--- src/rtl/lu_sweep.sv ---
// Sweeps all 16 {key1,key2,y,x} vectors through the selectable logic unit and packs r into a truth table.
// Optional golden-model checker (err_cnt/err) is enabled by defining LU_SWEEP_CHECK_EN.
module lu_sweep #(
    parameter int SETTLE = 1
) (
    input  logic        clk,
    input  logic        rst,
    input  logic        start,
    input  logic        r,
    output logic        x,
    output logic        y,
    output logic        key1,
    output logic        key2,
    output logic        busy,
    output logic        done,
    output logic [15:0] truth_table,
    output logic [3:0]  idx
`ifdef LU_SWEEP_CHECK_EN
    ,
    output logic [4:0]  err_cnt,
    output logic        err
`endif
);

    typedef enum logic [2:0] {
        IDLE,
        DRIVE,
        SETTLE_W,
        SAMPLE,
        FIN
    } state_t;

    localparam logic [3:0] WAIT_LOAD = (SETTLE > 0) ? 4'(SETTLE - 1) : 4'd0;

    state_t     state;
    state_t     state_next;
    logic [3:0] wait_cnt;

    always_ff @(posedge clk) begin
        if (rst) begin
            state <= IDLE;
        end else begin
            state <= state_next;
        end
    end

    always_comb begin
        state_next = state;
        case (state)
            IDLE:     if (start) state_next = DRIVE;
            DRIVE:    state_next = (SETTLE == 0) ? SAMPLE : SETTLE_W;
            SETTLE_W: if (wait_cnt == 4'd0) state_next = SAMPLE;
            SAMPLE:   state_next = (idx == 4'd15) ? FIN : DRIVE;
            FIN:      state_next = IDLE;
            default:  state_next = IDLE;
        endcase
    end

    // idx and truth_table are only cleared by an accepted start, so a finished table survives idle time
    always_ff @(posedge clk) begin
        if (rst) begin
            idx         <= 4'd0;
            truth_table <= 16'h0000;
            wait_cnt    <= 4'd0;
        end else begin
            case (state)
                IDLE: begin
                    if (start) begin
                        idx         <= 4'd0;
                        truth_table <= 16'h0000;
                    end
                end
                DRIVE:    wait_cnt <= WAIT_LOAD;
                SETTLE_W: if (wait_cnt != 4'd0) wait_cnt <= wait_cnt - 4'd1;
                SAMPLE: begin
                    truth_table[idx] <= r;
                    if (idx != 4'd15) idx <= idx + 4'd1;
                end
                default: ;
            endcase
        end
    end

    assign x    = idx[0];
    assign y    = idx[1];
    assign key2 = idx[2];
    assign key1 = idx[3];
    assign busy = (state == DRIVE) || (state == SETTLE_W) || (state == SAMPLE);
    assign done = (state == FIN);

`ifdef LU_SWEEP_CHECK_EN
    logic expected_r;

    always_comb begin
        expected_r = 1'b0;
        case ({key1, key2})
            2'b00: expected_r = x & y;
            2'b01: expected_r = ~(x & y);
            2'b10: expected_r = x | y;
            2'b11: expected_r = ~(x | y);
            default: expected_r = 1'b0;
        endcase
    end

    // Saturates at 16 even though a single sweep can never exceed that count
    always_ff @(posedge clk) begin
        if (rst) begin
            err_cnt <= 5'd0;
        end else if (state == IDLE && start) begin
            err_cnt <= 5'd0;
        end else if (state == SAMPLE && r != expected_r && err_cnt != 5'd16) begin
            err_cnt <= err_cnt + 5'd1;
        end
    end

    assign err = done && (err_cnt != 5'd0);
`endif

endmodule
--- config.mk ---
export PLATFORM = sky130hd
export DESIGN_NAME = lu_sweep
export DESIGN_NICKNAME = d
export VERILOG_FILES = /design/src/rtl/lu_sweep.sv
export SDC_FILE = /design/constraint.sdc
export NUM_CORES = 1
export LEC_CHECK = 0
export ABC_AREA = 1
export BUFFER_PORTS_ARGS = -buffer_cell sky130_fd_sc_hd__buf_2
export CAP_MARGIN = 25
export CORE_MARGIN = 5
export CORE_UTILIZATION = 45
export DETAILED_ROUTE_END_ITERATION = 16
export PLACE_DENSITY = 0.76
export REMOVE_ABC_BUFFERS = 1
export SLEW_MARGIN = 20
export SYNTH_ARGS = -nofsm -noshare
export SYNTH_HDL_FRONTEND = slang
export SYNTH_SLANG_ARGS = --single-unit
export TNS_END_PERCENT = 30
--- constraint.sdc ---
create_clock -name clk -period 1.6 [get_ports clk]
set_input_delay 0.48 -clock clk [delete_from_list [all_inputs] [get_ports clk]]
set_output_delay 0.48 -clock clk [all_outputs]
set_load 0.02 [all_outputs]
After elaboration in Yosys (flattened, before gate mapping)
Index checks and enable logic that the tools add are counted.
- bits in registers: 27
- bits in latches: 0
- bits in writable memories: 0
- bits in read-only memories: 0
- input port bits: 4
- output and inout port bits: 26
- logic and storage cells: 44
- memories kept: 0
- $add $sub $neg: 2
- multipliers: 0
- divide/modulo/power cells: 0
- $lt $le $gt $ge: 2
- eq/ne operators: 10
- shift operators: 0
- multiplexer cells: 14
- bitwise gates (word level): 0
- reduce and logical (&&, ||, !) cells: 12
- operators by type and width (cell ; count):
    $pmux W16 S2 ; 1
    $bwmux W16 ; 1
    $mux W16 ; 1
    $pmux W4 S2 ; 2
    $mux W4 ; 3
    $pmux W3 S4 ; 1
    $mux W3 ; 3
    $ne A2 B2 Y1 const B ; 4
    $eq A3 B2 Y1 const B ; 2
    $reduce_and A2 Y1 ; 3
    $lt A4 B5 Y1 const B ; 1
    $add A4 B1 Y4 const B ; 1
    $demux W1 S4 ; 1
    $eq A4 B4 Y1 const B ; 1
    $ge A4 B1 Y1 const B ; 1
    $logic_not A4 Y1 ; 1
    $ne A4 B4 Y1 const B ; 1
    $reduce_bool A2 Y1 ; 2
    $reduce_bool A4 Y1 ; 1
    $sub A4 B1 Y4 const B ; 1
    $eq A3 B1 Y1 const B ; 1
    $eq A3 B3 Y1 const B ; 1
    $logic_not A3 Y1 ; 1
    $reduce_and A3 Y1 ; 1
    other kinds (3) ; 4

Logic depth before layout (Yosys ltp)
- depth in word-level cells: 6
- depth in mapped cells: 9
- depth with buffers taken out: 8

Least setup slack after synthesis
Ideal clock, no wire load.
- path kind: register to register
- start: reg idx[1]
- end: reg idx[3]
- library setup time: 0.114 ns
- arrival time: 1.398 ns
- data required time: 1.486 ns
- path slack: 0.088 ns
- stages on the path, launching flop included: 10
- path buffers: 1
- period minus slack after synthesis: 1.512 ns
- cells stage by stage: dfxtp_1 ha_1 buf_2 inv_1 nor2_1 nand2_1 nand2_1 nand2_1 nand2_1 nor2_1
- cells in the longest elaborated chain, start to end: 3
- elaborated cells on any way between the ends: 6
- classes of those cells: add/sub: 1; eq/ne: 2; mux: 2; reduce/logical: 1
- ends and longest elaborated chain (item ; RTL line ; RTL):
    start: declaration ; 17 ; output logic [3:0] idx
    start signal: assignment ; 77 ; if (idx != 4'd15) idx <= idx + 4'd1;
    $add A4 B1 Y4 or $ne A4 B4 Y1 (tied branches) ; 77 ;
    $mux W4 or $ne A2 B2 Y1 (tied branches) ; n/a ;
    $pmux W4 S2 or $reduce_and A3 Y1 (tied branches) ; n/a ;
Several ways; a longest one is shown, not always the timed one. The select of a mux whose other input is x is not followed.
A chain may end at the register's enable or synchronous reset.

Final worst setup path
- start: reg state[0]
- end: out done
- cells in the longest elaborated chain, start to end: 1
- ends and longest elaborated chain (item ; RTL line ; RTL):
    start: declaration ; 35 ; state_t state;
    start signal: assignment ; 43 ; state <= state_next;
    $eq A3 B3 Y1 ; 89 ; assign done = (state == FIN);
    end: declaration ; 15 ; output logic done,
No other way between the ends.

==> run summary <==
## Status
• run status: complete, no violations

## STA
• Final period util: 97.84%
• fmax: 0.6388 GHz
• count of pins over their slew limit: 0
• transition at the pin with the smallest max-transition slack: 0.4358 ns
• Worst Skew: 0.007093 ns
• Final setup violation count: 0
• final hold viol count: 0
• min cycle time layout: 1.565 ns
• normalized max-slew margin: 70.84%
• final total negative setup slack: 0 ns

## Logic synthesis
• share of synthesized cell area in and, or, nand and nor gates: 36.38%
• primary flip-flop cell chosen by synthesis mapping: sky130_fd_sc_hd__dfxtp_1
• average footprint of a synthesized cell: 6.784 um2
• most area-hungry cell type in the Yosys netlist: sky130_fd_sc_hd__dfxtp_1
• count of flip-flops with a built-in enable after synthesis: 0
• Synth Area in Compound Gates: 11.00%
• count of state elements after synthesis: 27
• post-synthesis instance area: 1479 um2
• number of library cell types mapped by synthesis: 23
• xor and xnor area share after synthesis: 0%
• sequential fraction of the synthesis area: 36.55%
• top post-synthesis cells by area: sky130_fd_sc_hd__dfxtp_1, sky130_fd_sc_hd__nand2_1, sky130_fd_sc_hd__a21oi_1
• area share of the largest cell type after synthesis: 36.55%
• largest family of logic cells by synthesized area: simple AND/OR/NAND/NOR gates
• mux cell area share after synthesis: 0%
• leading cell type by number of instances after synthesis: sky130_fd_sc_hd__nand2_1
• adder and majority cell fraction of the synthesized area: 5.076%
• total number of yosys warnings: 0
• leading cell types by count after synthesis: sky130_fd_sc_hd__nand2_1, sky130_fd_sc_hd__dfxtp_1, sky130_fd_sc_hd__a21oi_1, sky130_fd_sc_hd__nand3_1
• share of synthesized flip-flops with an asynchronous set or reset: 0%
• synthesized netlist cell count: 218

## Worst setup path
• critical path's slowest cell: sky130_fd_sc_hd__dfxtp_4
• startpoint kind of the worst setup timing path: flip-flop
• cell count of the worst reg-to-reg path: 8
• critical path depth: 2
• cell type group with the largest total delay on the critical path: flip-flops
• buffering stage count on the worst path with inverters included: 1
• Critical Path RT: 1.12 ns
• Worst Path Arrival: 1.09 ns
• highest net fanout along the worst path: 6
• stage delay of the slowest cell on the critical path: 0.39 ns
• endpoint class of the critical path: output pin
• CP cell instances: nor3_2 -> buf_2
• path type of the worst setup path: flip-flop to output pin

## CTS
• number of sinks on the clock net: 27
• register clock-pin slew on the reported worst setup and hold paths: 0.14 ns
• cts bufs inserted: 3
• Post-CTS Hold Buffers: 0
• clock tree from TritonCTS: built
• number of buffers on the longest clock path: 2
• cell chosen for the clock root: sky130_fd_sc_hd__clkbuf_4
• clock latency reported for the late side of the worst-skew pair: 0.32 ns
• CTS HTree Levels: 1

## Route
• ratio of routed vias to standard cells: 4.955
• final routed wire length divided by cell count: 11.27 um
• number of remaining DRC errors: 0
• Detailed Routing Iterations Pass 1: 4
• remaining number of nets flagged by the antenna check after routing: 0
• via total after detailed routing: 1417
• initial DRC count: 153
• Routed Wire Length: 3.224 mm

## Placement
• sum of net half-perimeters after detailed placement: 2.353 mm
• GPL Wtd Cong: 0.9124
• placed instance count: 281
• Port Buf Inserts: 29

## Global route
• global-route wire length before repair: 5.464 mm
• GRT Residual Overflow: 0
• pin count of the biggest net entering global routing: 17
• initial antenna violation count: 0
• total global routing track utilization: 15.36%
• via count of the first global-routing pass: 1229

## Die
• die footprint: 4533 um2
• chip height: 67.33 um
• Rows: 20
• top-level port count: 30
• Initial Util: 47.66%
• Core Box Area: 3103 um2
• die width: 67.33 um

## Finish
• layout cell share with drive strength beyond 1: 21.07%
• total area of multi-input combinational cells: 783.3 um2
• Seq. cell area: 550.5 um2
• layout filler cell count: 351
• Final nets: 253
• non-filler instance count after layout: 286
• layout overhead on the synthesized area: 12.86%
• antenna diode count: 0

## Power and ir drop
• leakage power summed over all cells: 0.7305 nW
• power per cell area: 867.7 nW/um2
• worst IR drop on VDD: 580.0 uV
• total power: 1.448 mW

## Flow run
• count of max-cap constraint violations: 0

## Worst hold path
• Hold Path Stages: 2
• worst min path class: input port to flip-flop

area by class of cell:
cell class,count,share of cell area (%)
Timing Repair Buffer,35,11.39
Sequential cell,27,32.98
Multi-Input combinational cell,159,46.93
Inverter,17,3.823
Clock buffer,4,1.574
Tap cell,44,3.298
metal layers:
layer,part of all wire [%],track usage [%],up-vias
met5,0,0,-
li1,-,-,754
met3,7.3,4.493,2
met1,47,20.87,623
met4,0.40,2.785,0
met2,46,24.29,38
final timing paths:
path,from,end,slack (ns)
setup reg to reg,idx[1]$_SDFFE_PP0P_,idx[3]$_SDFFE_PP0P_,0.21
hold reg to reg,truth_table[8]$_SDFFE_PP0P_,truth_table[8]$_SDFFE_PP0P_,0.47
hold / removal,rst,state[1]$_SDFFE_PP0P_,0.47
setup / recovery,state[0]$_SDFFE_PP0P_,done,0.03
registers in the layout, summed over array words and instances, names as in the netlist:
register	count
state	3
wait_cnt	4
truth_table	16
idx	4
worst reg2reg max path: cells and delay by family, from the launching register on:
kind          cells  cell delay, ns
buf+inv           1            0.04
simple gates      6            0.59
fa+ha+maj         1            0.21
flops             1            0.48
cells in the final DEF (no fill, tap or decap), drive strengths merged:
master	netlist	final
o21ai	4	4
ha	6	6
clkinv	2	2
nand3	22	22
nand2	75	75
a22oi	1	1
nor3	3	3
nor2	14	14
nand4	9	9
a21oi	24	24
inv	15	15
clkbuf	5	4
buf	10	35
o21a	1	1
dfxtp	27	27
power breakdown:
part	total, mW	switching, mW	internal, mW	leakage [nW]
registers	0.755	0.0429	0.712	0.221
clock network	0.294	0.196	0.0977	0.0150
logic	0.400	0.262	0.138	0.495
total	1.45	0.501	0.947	0.730
stage by stage:
stage | hold WS, ns | worst slack (ns) | area, um2 | util (%)
2_1_floorplan | 0.4753 | -0.05665 | 1380 | -
3_3_place_gp | 0.4457 | 0.2010 | 1618 | 52.14
3_5_place_dp | 0.4475 | 0.1746 | 1618 | 52.14
4_1_cts | 0.4440 | 0.01075 | 1648 | 53.10
5_1_grt | 0.4561 | -0.03082 | 1669 | 53.79
6_report | 0.4666 | 0.03456 | 1669 | 53.79
cell families (layout without fill, tap and decap cells):
group           count (synthesis)  in the layout
simple gates                  123            123
buf+inv                        32             56
compound gates                 30             30
flops                          27             27
fa+ha+maj                       6              6
timing repair:
action | CTS | global route
setup endpoints to repair | 3 | 4
setup buffers | 0 | 1
gates resized for setup | 3 | 5
(Power assumes the default switching activity.)
